File: config.mk
export PLATFORM = sky130hd
export DESIGN_NAME = chunked_adder
export DESIGN_NICKNAME = d
export VERILOG_FILES = /design/src/rtl/chunked_adder.sv
export SDC_FILE = /design/constraint.sdc
export NUM_CORES = 1
export LEC_CHECK = 0
export ABC_AREA = 1
export CORE_MARGIN = 4
export CORE_UTILIZATION = 45
export DETAILED_ROUTE_END_ITERATION = 8
export PLACE_DENSITY = 0.72
export SLEW_MARGIN = 25
export SYNTH_ARGS = -nofsm -noshare
export SYNTH_HDL_FRONTEND = slang
export SYNTH_SLANG_ARGS = --single-unit
File: constraint.sdc
create_clock -name clk -period 3.04 [get_ports clk]
set_input_delay 0.608 -clock clk [delete_from_list [all_inputs] [get_ports clk]]
set_output_delay 0.608 -clock clk [all_outputs]
set_load 0.02 [all_outputs]
File: src/rtl/chunked_adder.sv
// chunked_adder: multi-cycle adder that processes CHUNK bits per clock.
// Operands are captured in IDLE, added one chunk per cycle in RUN, and the
// registered result is presented in DONE until the consumer takes it.
// Optional feature: define CHUNKED_ADDER_SUB_EN to add a 'sub' port that
// selects a - b - cin (cout = no borrow) instead of a + b + cin.
module chunked_adder #(
    parameter int WIDTH = 8,
    parameter int CHUNK = 4
) (
    input  logic             clk,
    input  logic             rst_n,
    input  logic             in_valid,
    output logic             in_ready,
    input  logic [WIDTH-1:0] a,
    input  logic [WIDTH-1:0] b,
    input  logic             cin,
`ifdef CHUNKED_ADDER_SUB_EN
    input  logic             sub,
`endif
    output logic             out_valid,
    input  logic             out_ready,
    output logic [WIDTH-1:0] sum,
    output logic             cout,
    output logic             ovf
);

    localparam int NCHUNK = WIDTH / CHUNK;
    localparam int KW     = (NCHUNK > 1) ? $clog2(NCHUNK) : 1;
    localparam logic [KW-1:0] KLAST = KW'(NCHUNK - 1);

    typedef enum logic [1:0] {
        IDLE,
        RUN,
        DONE
    } state_t;

    state_t           state_q;
    logic [WIDTH-1:0] a_q;
    logic [WIDTH-1:0] b_q;
    logic             carry_q;
    logic [KW-1:0]    k_q;
    logic [WIDTH-1:0] sum_q;
    logic             cout_q;
    logic             ovf_q;

    // Effective operand B and carry-in: subtraction is a + ~b + ~cin.
    logic [WIDTH-1:0] b_eff;
    logic             cin_eff;

    logic [CHUNK-1:0] chunk_a;
    logic [CHUNK-1:0] chunk_b;
    logic [CHUNK:0]   chunk_sum_d;
    logic             msb_carry_in;

    // Select operand polarity for the captured B and carry.
    always_comb begin
`ifdef CHUNKED_ADDER_SUB_EN
        b_eff   = sub ? ~b : b;
        cin_eff = sub ? ~cin : cin;
`else
        b_eff   = b;
        cin_eff = cin;
`endif
    end

    // Add the current chunk plus stored carry; also recover the carry into
    // the chunk's top bit, which on the last chunk is the carry into bit WIDTH-1.
    always_comb begin
        chunk_a      = a_q[k_q*CHUNK +: CHUNK];
        chunk_b      = b_q[k_q*CHUNK +: CHUNK];
        chunk_sum_d  = {1'b0, chunk_a} + {1'b0, chunk_b} + {{CHUNK{1'b0}}, carry_q};
        msb_carry_in = chunk_a[CHUNK-1] ^ chunk_b[CHUNK-1] ^ chunk_sum_d[CHUNK-1];
    end

    // Control FSM and datapath registers.
    always_ff @(posedge clk or negedge rst_n) begin
        if (!rst_n) begin
            state_q <= IDLE;
            a_q     <= '0;
            b_q     <= '0;
            carry_q <= 1'b0;
            k_q     <= '0;
            sum_q   <= '0;
            cout_q  <= 1'b0;
            ovf_q   <= 1'b0;
        end else begin
            case (state_q)
                IDLE: begin
                    if (in_valid) begin
                        a_q     <= a;
                        b_q     <= b_eff;
                        carry_q <= cin_eff;
                        k_q     <= '0;
                        state_q <= RUN;
                    end
                end
                RUN: begin
                    sum_q[k_q*CHUNK +: CHUNK] <= chunk_sum_d[CHUNK-1:0];
                    carry_q                   <= chunk_sum_d[CHUNK];
                    if (k_q == KLAST) begin
                        cout_q  <= chunk_sum_d[CHUNK];
                        ovf_q   <= msb_carry_in ^ chunk_sum_d[CHUNK];
                        k_q     <= '0;
                        state_q <= DONE;
                    end else begin
                        k_q <= k_q + 1'b1;
                    end
                end
                DONE: begin
                    if (out_ready) begin
                        state_q <= IDLE;
                    end
                end
                default: state_q <= IDLE;
            endcase
        end
    end

    assign in_ready  = (state_q == IDLE);
    assign out_valid = (state_q == DONE);
    assign sum       = sum_q;
    assign cout      = cout_q;
    assign ovf       = ovf_q;

endmodule

After elaboration in Yosys (flattened, before gate mapping)
Index checks and enable logic that the tools add are counted.

Output and inout port bits: 12. Bits of input ports: 21. Register bits after elaboration: 30.

Add/subtract/negate cells: 4. Reductions and logical operators: 6. Muxes and demuxes: 10. Equal/unequal tests: 5. Shift operators: 4. Bitwise logic cells: 3.

Operator list (number): negation 3 -> 34 bit (1); variable shift 4 x 34 -> 8 bit, first input constant (1); variable part select 4 x 34 -> 8 bit (1); variable part select 8 x 4 -> 4 bit (2); bitwise mux 8 bit (1); two-way mux 2 bit (3); one-hot mux 2 bit (3 select lines) (1); AND reduction 2 bit (3); adder 4 x 4 -> 5 bit (1); adder 5 x 1 -> 5 bit (1); != test 2 bit, second input constant (2); one-hot mux 1 bit (2 select lines) (2); two-way mux 1 bit (3); AND reduction 3 bit (1); bitwise XOR 1 bit (3); == test 2 x 1 -> 1 bit, second input constant (1); == test 2 bit, second input constant (1); logical NOT 2 bit (1); != test 2 x 1 -> 1 bit, second input constant (1); nonzero test 2 bit (1); adder 1 bit, second input constant (1).

Depth between registers and ports, before layout
Word-level depth: 5. Depth in mapped cells: 13.

Worst setup path after synthesis
Ideal clock, no wire load.

Path kind: reg-to-reg. Start: reg k_q. End: reg ovf_q, in the netlist ovf. Period minus slack after synthesis: 1.817 ns. Path slack: 1.223 ns. Buffers on the path: 1. Setup time: 0.117 ns. Stages on the path, launching flop included: 14. Data arrival time: 1.700 ns. Path through: dfrtp_1 -> buf_4 -> inv_4 -> nand2_1 -> nand2_1 -> fa_1 -> inv_1 -> fa_1 -> inv_1 -> nand3_1 -> nand2_1 -> nand2_1 -> nand3_1 -> nand2_1.

Cells in the longest elaborated chain, start to end: 5.

Ends and longest elaborated chain: from (decl) (line 41) `logic [KW-1:0] k_q;`; from (signal assigned) (line 106) `k_q <= k_q + 1'b1;`; variable part select 8 x 4 -> 4 bit, on equally long branches (line 69, 70); adder 4 x 4 -> 5 bit (line 71) `chunk_sum_d = {1'b0, chunk_a} + {1'b0, chunk_b} + {{CHUNK{1'b0}}, carry_q};`; adder 5 x 1 -> 5 bit (line 71); bitwise XOR 1 bit (line 72) `msb_carry_in = chunk_a[CHUNK-1] ^ chunk_b[CHUNK-1] ^ chunk_sum_d[CHUNK-1];`; bitwise XOR 1 bit (line 102) `ovf_q <= msb_carry_in ^ chunk_sum_d[CHUNK];`; to (signal assigned) (line 102); to (decl) (line 44) `logic ovf_q;`.

Several ways; a longest one is shown, not always the timed one. A chain may end at the register's enable or synchronous reset.

Worst setup path in the final report
Start: reg state_q[0]. End: out in_ready.

Cells in the longest elaborated chain, start to end: 1.

Ends and longest elaborated chain: from (decl) (line 37) `state_t state_q;`; from (signal assigned) (line 78) `state_q <= IDLE;`; from (signal assigned) (line 94) `state_q <= RUN;`; from (signal assigned) (line 104) `state_q <= DONE;`; logical NOT 2 bit (line 119) `assign in_ready = (state_q == IDLE);`; to (decl) (line 13) `output logic in_ready,`.

Every way passes these cells.

==> PnR_summary.wiki <==
{| class="wikitable"
! Metric !! Value
|-
| Setup slack of the most critical reg-to-reg path || 0.89 ns
|-
| Seq pwr share || 0.325
|-
| Slew @ Worst Pin || 0.698 ns
|-
| Initial antenna violation count || 0
|-
| Met2 wire len || around 1500 um
|-
| Net count after synthesis || 206
|-
| Routed met3 length || 146 um
|-
| Clock share of power || 0.110
|-
| Mean number of vias per cell || 4.74
|-
| Wire length of the first global-routing pass || 5430 um
|-
| Critical Path Sink Type || output pin
|-
| Antenna-violating nets left || 0
|-
| Data required time at the worst endpoint || 2.43 ns
|-
| Unrepaired setup endpoints after global routing || false
|-
| Cell types occupying the most area after synthesis || sky130_fd_sc_hd__dfrtp_1 50%, sky130_fd_sc_hd__nand2_1 19%, sky130_fd_sc_hd__nand3_1 7.3%
|-
| First-iteration detailed-routing DRC count || 35
|-
| Headroom to the max-slew limit || 0.533
|-
| Buffer count from post-CTS setup fixing || 0
|-
| Via count of the first global-routing pass || between 1000 and 1500
|-
| Post-layout nets || 241
|-
| Post-Synthesis Cell Area || 0.00151 sq mm
|-
| Floorplan die width || 66.0 um
|-
| Stages on the worst setup path || 2
|-
| # resized after CTS || 0
|-
| Crit path cell chain || nor2_4 -> clkdlybuf4s50_1
|-
| Count of mapped cells out of synthesis || between 150 and 200
|-
| Synth-to-Final Area Change || 26.4%
|-
| Run status || finished clean
|-
| Count of inserted antenna diode cells || 0
|-
| Grt ovf || 0
|-
| Crit path time final || between 2 and 2.5 ns
|-
| Half-perimeter wire length after detailed placement || 2340 um
|-
| Via count of the routed design || between 1000 and 1500
|-
| Number of instances on the worst hold path || 2
|-
| Initial Util || 0.484
|-
| Number of cells on the worst reg-to-reg path || 11
|-
| Worst slack, placed || 0.905 ns
|-
| Clock latency on the worst-skew pair || 0.33 ns
|-
| Number of buffer and inverter instances along the worst setup path || 1
|-
| H-Tree Depth || 2
|-
| Maximum clock frequency || 0.458 GHz
|-
| Maximum fanout along the worst path || 5
|-
| Async set-or-reset flop fraction in the synthesized netlist || 1.00
|-
| Setup_tns || 0 ns
|-
| Total clock sinks || 30
|-
| Core outline area || 0.00313 sq mm
|-
| Switching component of the power || 0.00103 W
|-
| Cell internal pwr || 0.00121 W
|-
| Setup Viol. Count Final || 0
|-
| Cell accounting for the most synthesized area || sky130_fd_sc_hd__dfrtp_1
|-
| Crit path largest cell delay || roughly 0.62 ns
|-
| Worst path setup slack after routing || approximately 0.86 ns
|-
| Top Layer Used || met4
|-
| Clock tree buffer depth || 2
|-
| Startpoint type of the worst setup path || flop
|-
| Flip-flop and latch count after synthesis || 30
|-
| Fraction of post-synthesis cell area in the top cell type by area || 0.496
|-
| Number of detailed-routing iterations run before antenna repair || 4
|-
| Maximum vdd ir drop || between 0.4 and 0.5 mV
|-
| Library cell contributing the largest single delay on the critical path || sky130_fd_sc_hd__clkdlybuf4s50_1
|-
| Post-synthesis cell type count || 24
|-
| Pin count of the biggest net entering global routing || 31
|-
| Clk_skew || roughly 0.012 ns
|-
| Proportion of layout cells with a drive suffix above 1 || 0.0972
|-
| Final GP Congestion || 0.796
|-
| Hold bufs inserted after CTS || 0
|-
| Power density normalized to cell area || around 1200 mW/mm^2
|-
| Floorplan die area || 0.00435 sq mm
|-
| Final cycle utilization of the critical path || 0.718
|-
| Critical path arrival || 1.57 ns
|-
| Average cell area after synthesis || 8.40 sq um
|-
| Maximum capacitance violations || 0
|-
| Synthesis warning total || 0
|-
| CTS clk-pin slew, worst paths || 0.09 ns
|-
| Site Rows || 20
|-
| Cell leakage power || 0.975 nW
|-
| Switching share of power || 0.461
|-
| Final Hold Vio Count || 0
|-
| Top FF cell, synth || sky130_fd_sc_hd__dfrtp_1
|-
| Type of the tightest min-delay check || reg -> reg
|-
| Detailed-route wire length per cell || 11.7 um
|-
| # IOs || 33
|-
| Total wire length after detailed routing || between 3000 and 4000 um
|-
| Metal-1 WL || 1390 um
|-
| Port bufs || 32
|-
| Logic pwr share || 0.565
|-
| CTS tree || yes
|-
| Share of synthesized area occupied by flip-flops and latches || 0.496
|-
| Kind of critical path || reg -> out
|-
| Delay-heaviest family, CP || buffers and inverters
|-
| Buffer cell driving the clock tree root || sky130_fd_sc_hd__clkbuf_4
|-
| Most common library cell in the layout ignoring fill and taps || sky130_fd_sc_hd__nand2_1
|-
| Top library cells by usage in the layout, fill and taps aside || 78 x sky130_fd_sc_hd__nand2_1, 32 x sky130_fd_sc_hd__clkdlybuf4s50_1, 30 x sky130_fd_sc_hd__dfrtp_1, 22 x sky130_fd_sc_hd__nand3_1, 11 x sky130_fd_sc_hd__inv_1
|-
| Overall die height || about 66 um
|-
| Total CTS buffers || 5
|-
| Total global routing track utilization || 0.167
|-
| Max-slew violation count || 0
|-
| Number of remaining DRC errors || 0
|-
| Number of synthesized flops with an enable pin || 0
|}
[registers in the layout, summed over array words and instances, names as in the netlist]
name     flops
state_q      2
sum          8
cout         1
b_q          8
k_q          1
a_q          8
carry_q      1
ovf          1
[power by group through the flow]
stage / combinational [W] / clock [W] / sequential, W
after floorplan: 0.000891 / 0 / 0.000770
after global placement: 0.00124 / 0 / 0.000737
after detailed placement: 0.00128 / 0 / 0.000737
after CTS: 0.00128 / 0.000253 / 0.000730
after global routing: 0.00145 / 0.000272 / 0.000757
final: 0.00127 / 0.000246 / 0.000729
[cells in the mapped netlist, types with 2 or more instances]
cell type                 instances
sky130_fd_sc_hd__o21ai_2          4
sky130_fd_sc_hd__nand2_1         78
sky130_fd_sc_hd__buf_2            2
sky130_fd_sc_hd__buf_6            3
sky130_fd_sc_hd__fa_1             2
sky130_fd_sc_hd__nand2_4          2
sky130_fd_sc_hd__nor2_4           2
sky130_fd_sc_hd__inv_1           11
sky130_fd_sc_hd__ha_1             3
sky130_fd_sc_hd__nor2_1           5
sky130_fd_sc_hd__o21ai_0          5
sky130_fd_sc_hd__dfrtp_1         30
sky130_fd_sc_hd__nand3_1         22
[cells by family after synthesis]
kind of cell	count (synthesis)	share of synthesized area
AO/OA/AOI/OAI	12	0.0529
XOR/XNOR	1	0.00579
adder cells (fa/ha/maj)	5	0.0513
buffers and inverters	19	0.0678
flip-flops	30	0.496
AND/OR/NAND/NOR	113	0.326
[worst paths after layout]
path / startpoint / endpoint
min in group asynchronous: rst_n / cout
setup / recovery: state_q[0] / in_ready
hold / removal: a_q[2] / a_q[2]
max in group asynchronous: rst_n / sum[3]
hold reg to reg: a_q[2] / a_q[2]
setup reg to reg: k_q / ovf
[metal layers]
layer  global-route usage  vias up
li1                     -      640
met1                0.193      551
met2                0.278       36
met3               0.0459        6
met4               0.0914        0
met5                    0        -
[worst reg2reg max path: cells and delay by family, from the launching register on]
kind	cells	cell delay (ns)
fa+ha+maj	2	0.66
simple gates	7	0.59
flops	1	0.56
buf+inv	2	0.24
[through the flow]
step,util,hold slack (ns),cell area [sq um],cells,power [W]
floorplan,-,0.312,1510,180,0.00166
global placement,0.592,0.462,1850,252,0.00198
detailed placement,0.592,0.457,1850,252,0.00201
CTS,0.611,0.479,1910,260,0.00227
global route,0.611,0.494,1910,260,0.00248
finish,0.611,0.481,1910,260,0.00224
[cell type report]
class | count | area [sq um]
Clock buffer | 7 | 55.1
Clock inverter | 1 | 5.00
Fill cell | 274 | 1220
Inverter | 13 | 51.3
Multi-Input combinational cell | 131 | 659
Sequential cell | 30 | 751
Tap cell | 44 | 55.1
Timing Repair Buffer | 34 | 335
(Power assumes the default switching activity.)
